## src/rtl/lsu_mc.sv

```systemverilog
// Multicycle RV32I load/store unit: one request at a time, word-aligned bus access with strobes.
// Loads are lane-selected and extended; misaligned, illegal, timeout and bus errors are reported.
module lsu_mc #(
  parameter int ADDR_W  = 32,
  parameter int TIMEOUT = 64
) (
  input  logic              clk,
  input  logic              rst,
  input  logic              req_valid,
  output logic              req_ready,
  input  logic              req_write,
  input  logic [2:0]        req_funct3,
  input  logic [ADDR_W-1:0] req_addr,
  input  logic [31:0]       req_wdata,
  output logic              rsp_valid,
  output logic [31:0]       rsp_rdata,
  output logic [1:0]        rsp_err,
  output logic              mem_valid,
  input  logic              mem_ready,
  output logic              mem_write,
  output logic [ADDR_W-1:0] mem_addr,
  output logic [3:0]        mem_wstrb,
  output logic [31:0]       mem_wdata,
  input  logic              mem_rvalid,
  input  logic [31:0]       mem_rdata,
  input  logic              mem_err
);

  localparam int CNT_W = (TIMEOUT > 0) ? $clog2(TIMEOUT + 1) : 1;
  localparam logic [CNT_W-1:0] TO_LAST = CNT_W'((TIMEOUT > 0) ? TIMEOUT - 1 : 0);
  localparam logic [CNT_W-1:0] TO_MAX  = CNT_W'(TIMEOUT);

  typedef enum logic [1:0] {IDLE, REQ, WAIT_R, RESP} state_t;

  state_t            state, state_nxt;
  logic              wr_q;
  logic [2:0]        f3_q;
  logic [ADDR_W-1:0] addr_q;
  logic [31:0]       wdata_q;
  logic [CNT_W-1:0]  cnt;
  logic [31:0]       rdata_q, rdata_nxt;
  logic [1:0]        err_q, err_nxt;
  logic              illegal, misal, timed_out;
  logic [31:0]       lane, ext;
  logic [3:0]        strb;
  logic [31:0]       wrep;

  always_comb begin
    if (req_write) illegal = (req_funct3 >= 3'd3);
    else           illegal = (req_funct3 == 3'd3) || (req_funct3 >= 3'd6);
    misal = ((req_funct3[1:0] == 2'd1) && req_addr[0]) ||
            ((req_funct3[1:0] == 2'd2) && (req_addr[1:0] != 2'b00));
  end

  // Saturating counter; a load handshake on the last REQ cycle still times out in WAIT_R.
  assign timed_out = (TIMEOUT != 0) && (cnt >= TO_LAST);

  always_comb begin
    lane = mem_rdata >> {addr_q[1:0], 3'b000};
    ext  = lane;
    case (f3_q)
      3'd0:    ext = {{24{lane[7]}}, lane[7:0]};
      3'd1:    ext = {{16{lane[15]}}, lane[15:0]};
      3'd4:    ext = {24'd0, lane[7:0]};
      3'd5:    ext = {16'd0, lane[15:0]};
      default: ext = lane;
    endcase
  end

  always_comb begin
    strb = 4'b1111;
    wrep = wdata_q;
    case (f3_q[1:0])
      2'd0: begin
        strb = 4'b0001 << addr_q[1:0];
        wrep = {4{wdata_q[7:0]}};
      end
      2'd1: begin
        strb = 4'b0011 << addr_q[1:0];
        wrep = {2{wdata_q[15:0]}};
      end
      default: begin
        strb = 4'b1111;
        wrep = wdata_q;
      end
    endcase
  end

  always_comb begin
    state_nxt = state;
    rdata_nxt = rdata_q;
    err_nxt   = err_q;
    case (state)
      IDLE: if (req_valid) begin
        if (illegal) begin
          state_nxt = RESP; err_nxt = 2'd3; rdata_nxt = 32'd0;
        end else if (misal) begin
          state_nxt = RESP; err_nxt = 2'd1; rdata_nxt = 32'd0;
        end else begin
          state_nxt = REQ;
        end
      end
      REQ: begin
        if (mem_ready) begin
          if (wr_q) begin
            state_nxt = RESP; err_nxt = mem_err ? 2'd3 : 2'd0; rdata_nxt = 32'd0;
          end else begin
            state_nxt = WAIT_R;
          end
        end else if (timed_out) begin
          state_nxt = RESP; err_nxt = 2'd2; rdata_nxt = 32'd0;
        end
      end
      WAIT_R: begin
        if (mem_rvalid) begin
          state_nxt = RESP;
          err_nxt   = mem_err ? 2'd3 : 2'd0;
          rdata_nxt = mem_err ? 32'd0 : ext;
        end else if (timed_out) begin
          state_nxt = RESP; err_nxt = 2'd2; rdata_nxt = 32'd0;
        end
      end
      RESP:    state_nxt = IDLE;
      default: state_nxt = IDLE;
    endcase
  end

  always_ff @(posedge clk or posedge rst) begin
    if (rst) begin
      state   <= IDLE;
      wr_q    <= 1'b0;
      f3_q    <= 3'd0;
      addr_q  <= '0;
      wdata_q <= 32'd0;
      cnt     <= '0;
      rdata_q <= 32'd0;
      err_q   <= 2'd0;
    end else begin
      state   <= state_nxt;
      rdata_q <= rdata_nxt;
      err_q   <= err_nxt;
      if (state == IDLE && req_valid) begin
        wr_q    <= req_write;
        f3_q    <= req_funct3;
        addr_q  <= req_addr;
        wdata_q <= req_wdata;
        cnt     <= '0;
      end else if ((state == REQ || state == WAIT_R) && cnt != TO_MAX) begin
        cnt <= cnt + CNT_W'(1);
      end
    end
  end

  assign req_ready = (state == IDLE) && !rst;
  assign rsp_valid = (state == RESP);
  assign rsp_rdata = rdata_q;
  assign rsp_err   = err_q;
  assign mem_valid = (state == REQ);
  assign mem_write = (state == REQ) && wr_q;
  assign mem_addr  = (state == REQ) ? {addr_q[ADDR_W-1:2], 2'b00} : '0;
  assign mem_wstrb = (state == REQ && wr_q) ? strb : 4'd0;
  assign mem_wdata = (state == REQ && wr_q) ? wrep : 32'd0;

endmodule

```

## config.mk

```make
export PLATFORM = sky130hd
export DESIGN_NAME = lsu_mc
export DESIGN_NICKNAME = d
export VERILOG_FILES = /design/src/rtl/lsu_mc.sv
export SDC_FILE = /design/constraint.sdc
export NUM_CORES = 1
export LEC_CHECK = 0
export BUFFER_PORTS_ARGS = -buffer_cell sky130_fd_sc_hd__buf_4
export CORE_ASPECT_RATIO = 0.7
export CORE_MARGIN = 2
export CORE_UTILIZATION = 46
export DETAILED_ROUTE_END_ITERATION = 8
export GPL_TIMING_DRIVEN = 0
export HOLD_SLACK_MARGIN = 0.03
export PLACE_DENSITY = 0.83
export SLEW_MARGIN = 20
export SYNTH_ARGS = -nofsm -noshare
export SYNTH_HDL_FRONTEND = slang
export SYNTH_SLANG_ARGS = --single-unit
export TNS_END_PERCENT = 100
```

## constraint.sdc

```tcl
create_clock -name clk -period 3.25 [get_ports clk]
set_input_delay 0.325 -clock clk [delete_from_list [all_inputs] [get_ports clk]]
set_output_delay 0.325 -clock clk [all_outputs]
set_load 0.02 [all_outputs]
```

==> results of run 1 <==
## layer usage
layer  share of wire  GRT usage
met5         0.00037          0
met1            0.44      0.370
met2            0.45      0.418
met3           0.099     0.0920
met4           0.012     0.0505
## cell type report
type,instances,area (um^2)
Inverter,20,78.8
Sequential cell,111,2780
Multi-Input combinational cell,390,2940
Clock buffer,9,225
Timing Repair Buffer,213,1650
Tap cell,162,203
Clock inverter,7,103
Fill cell,993,4380
Buffer,44,198
## path summary, 6_finish.rpt
check	startpoint	to	cells after the start	slack (ns)
worst max-delay path	state[1]	mem_wdata[26]	8	0.29
worst max register to register	state[1]	rsp_rdata[10]	8	0.42
worst min register to register	rsp_rdata[5]	rsp_rdata[5]	1	0.50
max in group asynchronous	rst	wdata_q[18]	6	1.70
worst min-delay path	req_addr[25]	addr_q[25]	2	0.20
min in group asynchronous	rst	addr_q[6]	3	0.57
## critical path, delay by kind of cell, from the launching register on
family                   cells  cell delay (ns)
buffers and inverters        5             1.40
flip-flops                   1             0.42
AND/OR/NAND/NOR              2             0.25
adder cells (fa/ha/maj)      1             0.21
## power by group through the flow
stage	Sequential, mW	Clock, mW	Combinational [mW]
CTS	2.32	1.24	4.18
global placement	2.30	0	4.02
finish	2.33	1.22	4.22
floorplan	2.31	0	2.73
global route	2.39	1.31	4.53
detailed placement	2.34	0	4.16
## flip-flops by register name, summed over array words and instances, names as in the netlist
signal / flops
f3_q: 3
rsp_err: 2
wdata_q: 32
rsp_rdata: 32
state: 2
cnt: 7
addr_q: 32
wr_q: 1
## kinds of logic after synthesis
kind of cell,synth area share
DFF,0.464
other,0.000627
xor gates and xnor gates,0.0102
and+or+nand+nor,0.116
AOI/OAI and AO/OA,0.148
buffers and inverters,0.0456
muxes,0.200
adders and majority gates,0.0146
## what timing repair did
action | 4_1_cts | 5_1_grt
setup endpoints to repair | 0 | 0
hold buffers | 1 | 0
hold endpoints to repair | 20 | 0
## stage by stage
step / std cells / util / worst slack (ns)
after global placement: 936 / 0.619 / 0.646
after detailed placement: 939 / 0.624 / 0.530
after floorplan: 565 / - / 0.952
after CTS: 956 / 0.651 / 0.309
after global routing: 956 / 0.651 / 0.135
final: 956 / 0.651 / 0.288
## layout by cell type (no fill, tap or decap), types with 2 or more instances in the layout
| master | count |
|---|---|
| sky130_fd_sc_hd__buf_4 | 212 |
| sky130_fd_sc_hd__dfrtp_1 | 111 |
| sky130_fd_sc_hd__mux2_2 | 74 |
| sky130_fd_sc_hd__nor2_1 | 45 |
| sky130_fd_sc_hd__mux2i_1 | 34 |
| sky130_fd_sc_hd__a21oi_1 | 33 |
| sky130_fd_sc_hd__and2_1 | 33 |
| sky130_fd_sc_hd__nand2_1 | 30 |
| sky130_fd_sc_hd__o2bb2ai_1 | 23 |
| sky130_fd_sc_hd__o21ai_0 | 22 |
| sky130_fd_sc_hd__clkbuf_1 | 21 |
| sky130_fd_sc_hd__inv_1 | 19 |
| sky130_fd_sc_hd__buf_2 | 10 |
| sky130_fd_sc_hd__nand3_1 | 10 |
| sky130_fd_sc_hd__o32ai_1 | 9 |
| sky130_fd_sc_hd__and3_1 | 9 |
| sky130_fd_sc_hd__clkbuf_16 | 9 |
| sky130_fd_sc_hd__buf_1 | 8 |
| sky130_fd_sc_hd__a211oi_1 | 8 |
| sky130_fd_sc_hd__ha_1 | 7 |
| sky130_fd_sc_hd__xor2_1 | 5 |
| sky130_fd_sc_hd__o31ai_1 | 4 |
| sky130_fd_sc_hd__nor2b_1 | 4 |
| sky130_fd_sc_hd__a21o_1 | 4 |
| sky130_fd_sc_hd__o211ai_1 | 4 |
| sky130_fd_sc_hd__inv_6 | 3 |
| sky130_fd_sc_hd__nand2b_1 | 2 |
| sky130_fd_sc_hd__xnor2_1 | 2 |
| sky130_fd_sc_hd__o2111ai_1 | 2 |
| sky130_fd_sc_hd__clkinvlp_4 | 2 |
| sky130_fd_sc_hd__a22oi_1 | 2 |
| sky130_fd_sc_hd__nor3_1 | 2 |
| sky130_fd_sc_hd__conb_1 | 2 |
| sky130_fd_sc_hd__bufinv_16 | 2 |
| sky130_fd_sc_hd__buf_12 | 2 |
==> summary.json, run 1 <==
{
  "dr.first_iter.drc_count": {"value": 346},
  "yosys_warnings": {"value": 0},
  "cts_resized": {"value": 0},
  "cap_violations": {"value": 0},
  "achievable-frequency": {"value": 0.338, "unit": "GHz"},
  "synthTopCellsByArea": {"value": "sky130_fd_sc_hd__dfrtp_1 (46%), sky130_fd_sc_hd__mux2_2 (14%), sky130_fd_sc_hd__mux2i_1 (5.7%)"},
  "design.core.area": {"value": 0.0125, "unit": "mm^2"},
  "max-vdd-ir-drop": {"value": 0.000478, "unit": "V"},
  "power.share.sequential": {"value": 0.300},
  "cell_internal_pwr": {"value": 4.41, "unit": "mW"},
  "hold_class": {"value": "in -> reg"},
  "clock_transition_time_at_the_flip_flop_clock_pins_of_the_worst_setup_and_hold_paths": {"value": 0.08, "unit": "ns"},
  "num_io_pins": {"value": 212},
  "gr-usage-all-layers": {"value": 0.268},
  "worst_skew_pair.late_latency": {"value": 0.35, "unit": "ns"},
  "power_per_cell_area": {"value": 951, "unit": "mW/mm^2"},
  "cts_tree": {"value": "built"},
  "synthesized_flop_and_latch_total": {"value": 111},
  "critical_path.cell_chain": {"value": "inv_1 -> ha_1 -> clkbuf_2 -> nand2_1 -> clkbuf_1 -> buf_1 -> nor2_1 -> buf_4"},
  "mean_syn_cell_area": {"value": 10.6, "unit": "um^2"},
  "finalInstanceArea": {"value": 0.00817, "unit": "mm^2"},
  "start_util": {"value": 0.477},
  "drive_above_1_share": {"value": 0.408},
  "grt_overflow": {"value": 0},
  "cts-root-buf": {"value": "sky130_fd_sc_hd__clkbuf_16"},
  "synthDominantAreaCellType": {"value": "sky130_fd_sc_hd__dfrtp_1"},
  "buffer_ports.inserted": {"value": 209},
  "setup_fix_buffers_added_after_clock_tree_synthesis": {"value": 0},
  "final-hold-violation-count": {"value": 0},
  "timing.hold.ws": {"value": 0.199, "unit": "ns"},
  "timing.critical_path.required": {"value": 2.92, "unit": "ns"},
  "num-nets-final": {"value": 902},
  "post_synth_most_frequent_cells": {"value": "sky130_fd_sc_hd__dfrtp_1 (111), sky130_fd_sc_hd__mux2_2 (74), sky130_fd_sc_hd__nor2_1 (45)"},
  "vias": {"value": 5370},
  "worst_path_largest_cell_delay": {"value": 0.45, "unit": "ns"},
  "place_congestion": {"value": 1.00},
  "cell_area_after_synthesis": {"value": 0.00598, "unit": "mm^2"},
  "grt_setup_unrepaired": {"value": "false"},
  "yosys.cell_count.top_type": {"value": "sky130_fd_sc_hd__dfrtp_1"},
  "htree_num_levels": {"value": 3},
  "tightest_slew": {"value": 0.764, "unit": "ns"},
  "ws_path_type": {"value": "reg -> out"},
  "cts_num_sinks": {"value": 111},
  "drt-vias-per-instance": {"value": 5.62},
  "placement.cell_area": {"value": 0.00783, "unit": "mm^2"},
  "ant_nets": {"value": 0},
  "antenna_cells_inserted": {"value": 0},
  "post-synth-top-area-fraction": {"value": 0.464},
  "report.final.slew_viol_count": {"value": 0},
  "wire_per_inst": {"value": 19.5, "unit": "um"},
  "chipHeight": {"value": 99.4, "unit": "um"},
  "comb_power_share": {"value": 0.543},
  "postSynth.asyncResetShare": {"value": 1.00},
  "post_synth_inst_count": {"value": 564},
  "die_x": {"value": 140, "unit": "um"},
  "p_total": {"value": 7.77, "unit": "mW"},
  "cp.arrival": {"value": 2.64, "unit": "ns"},
  "largest_net_degree_at_the_start_of_global_routing": {"value": 37},
  "fp.dieArea": {"value": 0.0140, "unit": "mm^2"},
  "ys_dominant_reg_cell": {"value": "sky130_fd_sc_hd__dfrtp_1"},
  "finalSetupViolCount": {"value": 0},
  "critical_path.max_fanout": {"value": 10},
  "number_of_enable_flip_flop_cells_after_synthesis": {"value": 0},
  "cts-root-to-sink-buffers": {"value": 2},
  "power.share.clock": {"value": 0.157},
  "detailed_place_hpwl": {"value": 14.4, "unit": "mm"},
  "final.period_utilization": {"value": 0.911},
  "crit_slowest_cell": {"value": "sky130_fd_sc_hd__clkbuf_1"},
  "via_count_of_the_first_global_routing_pass": {"value": 5466},
  "total_switching_power": {"value": 3.36, "unit": "mW"},
  "cp-start-kind": {"value": "flip-flop"},
  "timing.slew.headroom": {"value": 0.490},
  "sw_frac_of_total": {"value": 0.433},
  "finalClockSkew": {"value": 0.00796, "unit": "ns"},
  "ys_types": {"value": 52},
  "drc": {"value": 0},
  "outcome": {"value": "finished clean"},
  "period_minus_slack": {"value": 2.96, "unit": "ns"},
  "setup-tns-final": {"value": 0, "unit": "ns"},
  "wirelength": {"value": 18.7, "unit": "mm"},
  "static_leak": {"value": 3.90, "unit": "nW"},
  "grt_pass1_wl": {"value": 29.3, "unit": "mm"},
  "layout-area-overhead-vs-synth": {"value": 36.5, "unit": "%"},
  "antenna_found_initial": {"value": 1},
  "cts_buffers": {"value": 9},
  "synth.yosys.seq_area_share": {"value": 0.464},
  "1st_pass_router_iterations": {"value": 4},
  "std_cell_rows": {"value": 34},
  "endpoint_kind": {"value": "output pin"}
}
No activity file was read; power rests on OpenSTA's default activity.
==> run 2: changes to the inputs <==
--- a/config.mk
+++ b/config.mk
@@ -9,8 +9,8 @@
 export CORE_ASPECT_RATIO = 0.7
 export CORE_MARGIN = 2
 export CORE_UTILIZATION = 46
+export CTS_CLUSTER_SIZE = 10
 export DETAILED_ROUTE_END_ITERATION = 8
-export GPL_TIMING_DRIVEN = 0
 export HOLD_SLACK_MARGIN = 0.03
 export PLACE_DENSITY = 0.83
 export SLEW_MARGIN = 20
==> run 2 against run 1 <==
Total power decreased by 3.1%. Global-route usage is 2.3 points lower. Clock skew grew 0.0020 ns. Clock-buffer cell count is 1 higher. Sequential cell count did not move. Maximum frequency increased by 17%. Hold slack better by 0.0068 ns. Cell count decreased by 3.2%. Register-to-register slack improved by 0.29 ns. Clock power shrank 7%. Critical endpoint is now rsp_rdata[8]. Largest cell class unchanged.
==> summary.json, run 2 (synthesis results as in run 1) <==
{
  "outcome": {"value": "finished clean", "change": "unchanged"},
  "final-hold-violation-count": {"value": 0, "change": "unchanged"},
  "htree_num_levels": {"value": 3, "change": "unchanged"},
  "num_io_pins": {"value": 212, "change": "unchanged"},
  "cts_tree": {"value": "built", "change": "unchanged"},
  "layout-area-overhead-vs-synth": {"value": 34.4, "unit": "%", "change": "was 36.5%"},
  "ws_path_type": {"value": "reg -> reg", "change": "was reg -> out"},
  "drt-vias-per-instance": {"value": 5.60, "change": "was 5.62"},
  "wl_met3": {"value": 1.40, "unit": "mm", "change": "was 1.86 mm"},
  "fin_worst_setup_slack": {"value": 0.709, "unit": "ns", "change": "was 0.288 ns"},
  "sw_frac_of_total": {"value": 0.425, "change": "was 0.433"},
  "via_count_of_the_first_global_routing_pass": {"value": 5251, "change": "was 5466"},
  "report.final.slew_viol_count": {"value": 0, "change": "unchanged"},
  "design.core.area": {"value": 0.0125, "unit": "mm^2", "change": "unchanged"},
  "p_total": {"value": 7.53, "unit": "mW", "change": "was 7.77 mW"},
  "start_util": {"value": 0.477, "change": "unchanged"},
  "dpl_worst_slack": {"value": 0.797, "unit": "ns", "change": "was 0.530 ns"},
  "timing.hold.ws": {"value": 0.206, "unit": "ns", "change": "was 0.199 ns"},
  "clock_transition_time_at_the_flip_flop_clock_pins_of_the_worst_setup_and_hold_paths": {"value": 0.08, "unit": "ns", "change": "about the same"},
  "topRoutingLayerUsed": {"value": "met4", "change": "was met5"},
  "grt_pass1_wl": {"value": 27.2, "unit": "mm", "change": "was 29.3 mm"},
  "total_switching_power": {"value": 3.20, "unit": "mW", "change": "was 3.36 mW"},
  "grt_overflow": {"value": 0, "change": "unchanged"},
  "die_x": {"value": 140, "unit": "um", "change": "unchanged"},
  "critical_path.max_fanout": {"value": 38, "change": "was 10"},
  "cp-start-kind": {"value": "flip-flop", "change": "unchanged"},
  "met2_wirelength": {"value": 7.94, "unit": "mm", "change": "was 8.40 mm"},
  "endpoint_kind": {"value": "flip-flop", "change": "was output pin"},
  "cts-root-buf": {"value": "sky130_fd_sc_hd__clkbuf_16", "change": "unchanged"},
  "final_common_cell": {"value": "sky130_fd_sc_hd__buf_4", "change": "unchanged"},
  "wirelength": {"value": 17.3, "unit": "mm", "change": "was 18.7 mm"},
  "layout_common_cells": {"value": "sky130_fd_sc_hd__buf_4 (222), sky130_fd_sc_hd__dfrtp_1 (111), sky130_fd_sc_hd__mux2_2 (74)", "change": "was sky130_fd_sc_hd__buf_4 (212), sky130_fd_sc_hd__dfrtp_1 (111), sky130_fd_sc_hd__mux2_2 (74)"},
  "drc": {"value": 0, "change": "unchanged"},
  "worst_skew_pair.late_latency": {"value": 0.34, "unit": "ns", "change": "was 0.35 ns"},
  "period_minus_slack": {"value": 2.54, "unit": "ns", "change": "was 2.96 ns"},
  "fill_cells": {"value": 968, "change": "was 993"},
  "wire_per_inst": {"value": 18.7, "unit": "um", "change": "was 19.5 um"},
  "setup_fix_buffers_added_after_clock_tree_synthesis": {"value": 0, "change": "unchanged"},
  "cts_buffers": {"value": 9, "change": "unchanged"},
  "power.share.sequential": {"value": 0.323, "change": "was 0.300"},
  "finalCoreUtilization": {"value": 0.641, "change": "was 0.651"},
  "cap_violations": {"value": 0, "change": "unchanged"},
  "1st_pass_router_iterations": {"value": 5, "change": "was 4"},
  "detailed_place_hpwl": {"value": 13.0, "unit": "mm", "change": "was 14.4 mm"},
  "cp.arrival": {"value": 2.81, "unit": "ns", "change": "was 2.64 ns"},
  "static_leak": {"value": 3.85, "unit": "nW", "change": "was 3.90 nW"},
  "cell_internal_pwr": {"value": 4.33, "unit": "mW", "change": "was 4.41 mW"},
  "cts_num_sinks": {"value": 111, "change": "unchanged"},
  "achievable-frequency": {"value": 0.393, "unit": "GHz", "change": "was 0.338 GHz"},
  "final.period_utilization": {"value": 0.782, "change": "was 0.911"},
  "std_cell_rows": {"value": 34, "change": "unchanged"},
  "setup-tns-final": {"value": 0, "unit": "ns", "change": "unchanged"},
  "grt_setup_unrepaired": {"value": "false", "change": "unchanged"},
  "ant_nets": {"value": 0, "change": "unchanged"},
  "hold_class": {"value": "in -> reg", "change": "unchanged"},
  "tightest_slew": {"value": 0.844, "unit": "ns", "change": "was 0.764 ns"},
  "largest_net_degree_at_the_start_of_global_routing": {"value": 54, "change": "was 37"},
  "vias": {"value": 5178, "change": "was 5370"},
  "antenna_found_initial": {"value": 0, "change": "was 1"},
  "max-vdd-ir-drop": {"value": 0.000463, "unit": "V", "change": "was 0.000478 V"},
  "power.share.clock": {"value": 0.150, "change": "was 0.157"},
  "chipHeight": {"value": 99.4, "unit": "um", "change": "unchanged"},
  "finalSetupViolCount": {"value": 0, "change": "unchanged"},
  "finalClockSkew": {"value": 0.00994, "unit": "ns", "change": "was 0.00796 ns"},
  "gr-usage-all-layers": {"value": 0.245, "change": "was 0.268"},
  "dr.first_iter.drc_count": {"value": 357, "change": "was 346"},
  "cts-root-to-sink-buffers": {"value": 2, "change": "unchanged"},
  "power_per_cell_area": {"value": 936, "unit": "mW/mm^2", "change": "was 951 mW/mm^2"},
  "num-nets-final": {"value": 871, "change": "was 902"},
  "ff_latch_area": {"value": 0.00278, "unit": "mm^2", "change": "unchanged"},
  "drive_above_1_share": {"value": 0.422, "change": "was 0.408"},
  "antenna_cells_inserted": {"value": 0, "change": "unchanged"},
  "multiInputGateArea": {"value": 0.00294, "unit": "mm^2", "change": "about the same"},
  "fp.dieArea": {"value": 0.0140, "unit": "mm^2", "change": "unchanged"},
  "place_congestion": {"value": 0.939, "change": "was 1.00"},
  "drt-met1-wl": {"value": 7.87, "unit": "mm", "change": "was 8.19 mm"},
  "timing.slew.headroom": {"value": 0.437, "change": "was 0.490"},
  "timing.critical_path.required": {"value": 3.52, "unit": "ns", "change": "was 2.92 ns"},
  "comb_power_share": {"value": 0.526, "change": "was 0.543"},
  "buffer_ports.inserted": {"value": 209, "change": "unchanged"}
}
-- run 2: cell types whose count changed in the layout (fill, tap and decap cells not counted), moves of 8 or more --
cell	delta
sky130_fd_sc_hd__buf_4	+10
sky130_fd_sc_hd__clkbuf_1	-20
sky130_fd_sc_hd__buf_1	-8
sky130_fd_sc_hd__buf_2	-10
-- run 2: per-stage QoR --
stage                     area [um^2]  instances
final                            8040        925
after global routing             8040        925
after CTS                        8010        923
after detailed placement         7700        907
after global placement           7700        907
after floorplan                  5990        565
-- run 2: power by group through the flow --
stage	clock network (mW)	logic [mW]	registers, mW
global placement	0	3.79	2.41
detailed placement	0	3.92	2.45
global route	1.21	4.27	2.52
floorplan	0	2.73	2.31
finish	1.13	3.96	2.43
CTS	1.16	3.94	2.43
-- run 2: path summary, 6_finish.rpt --
kind / startpoint / endpoint / slack [ns] / cells after the start
min: req_addr[4] / addr_q[4] / 0.21 / 2
max: state[1] / rsp_rdata[8] / 0.71 / 8
min reg2reg: addr_q[26] / addr_q[26] / 0.50 / 1
min in group asynchronous: rst / addr_q[5] / 0.56 / 3
max in group asynchronous: rst / wdata_q[16] / 2.07 / 4
max reg2reg: state[1] / rsp_rdata[8] / 0.71 / 8
-- run 2: timing repair --
action | CTS | global route
hold buffers | 0 | 1
endpoints found under the hold margin | 0 | 14
resized for setup | 0 | 0
-- run 2: worst max-delay path, cell delays in order, from the launching register on --
cell                        delay [ns]
sky130_fd_sc_hd__dfrtp_1          0.43
sky130_fd_sc_hd__inv_1            0.12
sky130_fd_sc_hd__ha_1             0.38
sky130_fd_sc_hd__buf_4            0.38
sky130_fd_sc_hd__nor2b_1          0.25
sky130_fd_sc_hd__a21oi_1          0.12
sky130_fd_sc_hd__o311ai_4         0.27
sky130_fd_sc_hd__buf_4            0.32
sky130_fd_sc_hd__o2bb2ai_1        0.16
-- run 2: area by class of cell --
cell class,instances,share of cell area
clock inverters,6,0.00949
multi-input cells,390,0.366
well taps,162,0.0252
flip-flops and latches,111,0.345
clock buffers,10,0.0285
inverters,20,0.00980
repair buffers,226,0.216
-- run 2: layer usage --
metal | up-vias | track usage
met5 | - | 0
met4 | 0 | 0.0443
met3 | 13 | 0.0636
met2 | 221 | 0.391
met1 | 2551 | 0.345
li1 | 2393 | -
==> run 3: changes to the inputs <==
==> constraint.sdc (replaced) <==
create_clock -name clk -period 2.07 [get_ports clk]
set_input_delay 0.207 -clock clk [delete_from_list [all_inputs] [get_ports clk]]
set_output_delay 0.207 -clock clk [all_outputs]
set_load 0.02 [all_outputs]
==> run 3 against run 2 <==
Sequential cell count is the same. Total power grew 68%. Worst setup slack lost 0.63 ns. Hold slack lost 0.19 ns. Clock skew grew 0.00058 ns. Largest power group unchanged.
==> summary.json, run 3 (synthesis results as in run 1) <==
{
  "vias": {"value": 5381, "change": "was 5178"},
  "final_common_cell": {"value": "sky130_fd_sc_hd__buf_4", "change": "unchanged"},
  "finalCoreUtilization": {"value": 0.671, "change": "was 0.641"},
  "finalSetupViolCount": {"value": 0, "change": "unchanged"},
  "std_cell_rows": {"value": 34, "change": "unchanged"},
  "antenna_cells_inserted": {"value": 0, "change": "unchanged"},
  "die_x": {"value": 140, "unit": "um", "change": "unchanged"},
  "drive_above_1_share": {"value": 0.464, "change": "was 0.422"},
  "timing.slew.headroom": {"value": 0.459, "change": "was 0.437"},
  "final-hold-violation-count": {"value": 0, "change": "unchanged"},
  "via_count_of_the_first_global_routing_pass": {"value": 5444, "change": "was 5251"},
  "grt_overflow": {"value": 0, "change": "unchanged"},
  "met1_usage": {"value": 0.336, "change": "was 0.345"},
  "crit_slowest_cell": {"value": "sky130_fd_sc_hd__dfrtp_1", "change": "unchanged"},
  "grt_pass1_wl": {"value": 28.3, "unit": "mm", "change": "was 27.2 mm"},
  "cts-root-buf": {"value": "sky130_fd_sc_hd__clkbuf_16", "change": "unchanged"},
  "timing.critical_path.required": {"value": 1.86, "unit": "ns", "change": "was 3.52 ns"},
  "critical_path.max_fanout": {"value": 29, "change": "was 38"},
  "post_cts_hold_buffer_count": {"value": 0, "change": "unchanged"},
  "cts_buffers": {"value": 9, "change": "unchanged"},
  "hold_class": {"value": "in -> async", "change": "was in -> reg"},
  "antenna_found_initial": {"value": 1, "change": "was 0"},
  "setup-tns-final": {"value": 0, "unit": "ns", "change": "unchanged"},
  "detailed_place_hpwl": {"value": 13.0, "unit": "mm", "change": "about the same"},
  "cap_violations": {"value": 0, "change": "unchanged"},
  "global_route.usage.met3": {"value": 0.0684, "change": "was 0.0636"},
  "design.core.area": {"value": 0.0125, "unit": "mm^2", "change": "unchanged"},
  "placement.cell_area": {"value": 0.00790, "unit": "mm^2", "change": "was 0.00770 mm^2"},
  "r2r-end": {"value": "state[0]", "change": "was rsp_rdata[8]"},
  "worst_skew_pair.late_latency": {"value": 0.34, "unit": "ns", "change": "about the same"},
  "achievable-frequency": {"value": 0.501, "unit": "GHz"},
  "buffer_ports.inserted": {"value": 209, "change": "unchanged"},
  "grt-busiest-layer": {"value": "met2", "change": "unchanged"},
  "layoutNonFillerInstCount": {"value": 945, "change": "was 925"},
  "fp.dieArea": {"value": 0.0140, "unit": "mm^2", "change": "unchanged"},
  "outcome": {"value": "finished clean", "change": "unchanged"},
  "timing.rr.start": {"value": "state[0]", "change": "was state[1]"},
  "endpoint_kind": {"value": "output pin", "change": "was flip-flop"},
  "wirelength": {"value": 18.1, "unit": "mm", "change": "was 17.3 mm"},
  "layout_common_cells": {"value": "sky130_fd_sc_hd__buf_4 (234), sky130_fd_sc_hd__dfrtp_1 (110), sky130_fd_sc_hd__mux2_2 (74)", "change": "was sky130_fd_sc_hd__buf_4 (222), sky130_fd_sc_hd__dfrtp_1 (111), sky130_fd_sc_hd__mux2_2 (74)"},
  "dp.cells": {"value": 921, "change": "was 907"},
  "clock_transition_time_at_the_flip_flop_clock_pins_of_the_worst_setup_and_hold_paths": {"value": 0.08, "unit": "ns", "change": "about the same"},
  "final.period_utilization": {"value": 0.964},
  "place_congestion": {"value": 0.883, "change": "was 0.939"},
  "ws_path_type": {"value": "reg -> out", "change": "was reg -> reg"},
  "power_per_cell_area": {"value": 1500, "unit": "mW/mm^2", "change": "was 936 mW/mm^2"},
  "gr-usage-all-layers": {"value": 0.255, "change": "was 0.245"},
  "timing.hold.ws": {"value": 0.0141, "unit": "ns", "change": "was 0.206 ns"},
  "cts_num_sinks": {"value": 111, "change": "unchanged"},
  "1st_pass_router_iterations": {"value": 5, "change": "unchanged"},
  "ant_nets": {"value": 0, "change": "unchanged"},
  "drc": {"value": 0, "change": "unchanged"},
  "largest_net_degree_at_the_start_of_global_routing": {"value": 39, "change": "was 54"},
  "chipHeight": {"value": 99.4, "unit": "um", "change": "unchanged"},
  "critPathBufInv": {"value": 4, "change": "was 3"},
  "cp-start-kind": {"value": "flip-flop", "change": "unchanged"},
  "period_minus_slack": {"value": 2.00, "unit": "ns"},
  "report.final.slew_viol_count": {"value": 0, "change": "unchanged"},
  "drt-vias-per-instance": {"value": 5.69, "change": "was 5.60"},
  "max-vdd-ir-drop": {"value": 0.000700, "unit": "V", "change": "was 0.000463 V"},
  "worst_path_largest_cell_delay": {"value": 0.40, "unit": "ns", "change": "was 0.43 ns"},
  "cts-root-to-sink-buffers": {"value": 2, "change": "unchanged"},
  "most_common_cell_on_crit_path": {"value": "sky130_fd_sc_hd__buf_12", "change": "was sky130_fd_sc_hd__buf_4"},
  "groute.layer.met2.usage": {"value": 0.423, "change": "was 0.391"},
  "dr.first_iter.drc_count": {"value": 300, "change": "was 357"},
  "tightest_slew": {"value": 0.810, "unit": "ns", "change": "was 0.844 ns"},
  "start_util": {"value": 0.477, "change": "unchanged"},
  "wire_per_inst": {"value": 19.1, "unit": "um", "change": "was 18.7 um"},
  "finalInstanceArea": {"value": 0.00842, "unit": "mm^2", "change": "was 0.00804 mm^2"},
  "r2r_cells": {"value": 6, "change": "was 8"},
  "num_io_pins": {"value": 212, "change": "unchanged"},
  "critical_path.cell_chain": {"value": "inv_2 -> ha_4 -> buf_12 -> nand2_1 -> buf_12 -> a21oi_1 -> buf_4", "change": "was inv_1 -> ha_1 -> buf_4 -> nor2b_1 -> a21oi_1 -> o311ai_4 -> buf_4 -> o2bb2ai_1"},
  "htree_num_levels": {"value": 3, "change": "unchanged"},
  "static_leak": {"value": 3.99, "unit": "nW", "change": "was 3.85 nW"},
  "finalClockSkew": {"value": 0.0105, "unit": "ns", "change": "was 0.00994 ns"},
  "worst_reg2reg_setup_slack": {"value": 0.09, "unit": "ns", "change": "was 0.71 ns"},
  "critical-path-top-delay-family": {"value": "buffers and inverters", "change": "unchanged"},
  "num-nets-final": {"value": 891, "change": "was 871"},
  "cts_tree": {"value": "built", "change": "unchanged"},
  "layout-area-overhead-vs-synth": {"value": 40.7, "unit": "%", "change": "was 34.4%"},
  "cp.arrival": {"value": 1.79, "unit": "ns", "change": "was 2.81 ns"}
}
[run 3: worst max path at each step]
stage	startpoint	endpoint	slack, ns	cells after the start
after floorplan	state[1]	rsp_rdata[16]	0.002	8
after global placement	state[0]	rsp_rdata[15]	-0.03	7
after detailed placement	state[0]	rsp_rdata[13]	-0.15	8
after CTS	state[0]	rsp_rdata[31]	0.003	8
after global routing	state[1]	mem_wdata[9]	-0.004	7
final	state[1]	mem_wdata[8]	0.07	7
[run 3: stage by stage]
stage	power, mW	worst slack, ns
5_1_grt	13.3	-0.00382
3_5_place_dp	10.4	-0.148
4_1_cts	12.3	0.00276
2_1_floorplan	7.99	0.00153
3_3_place_gp	10.0	-0.0346
6_report	12.6	0.0741
[run 3: layer usage]
metal / vias to the layer above / part of all wire
li1: 2441 / -
met1: 2641 / 0.42
met2: 265 / 0.48
met3: 34 / 0.084
met4: 0 / 0.015
met5: - / 0
[run 3: repair_timing]
action                                  CTS  global route
buffers inserted                          4             2
gates resized for setup                   9            16
endpoints found under the setup margin   60            38
cloned                                    1             1
pin swaps                                 1             0
[run 3: layout make-up]
cell class,instances,area (um^2)
Sequential cell,111,2780
Inverter,20,78.8
Fill cell,973,4130
Clock inverter,7,65.1
Multi-Input combinational cell,390,3060
Timing Repair Buffer,246,2010
Tap cell,162,203
Clock buffer,9,225
[run 3: report_power, final]
| group | total [mW] | internal (mW) | switching, mW |
|---|---|---|---|
| Combinational | 7.17 | 3.35 | 3.82 |
| Sequential | 3.74 | 3.05 | 0.698 |
| Clock | 1.70 | 0.846 | 0.857 |
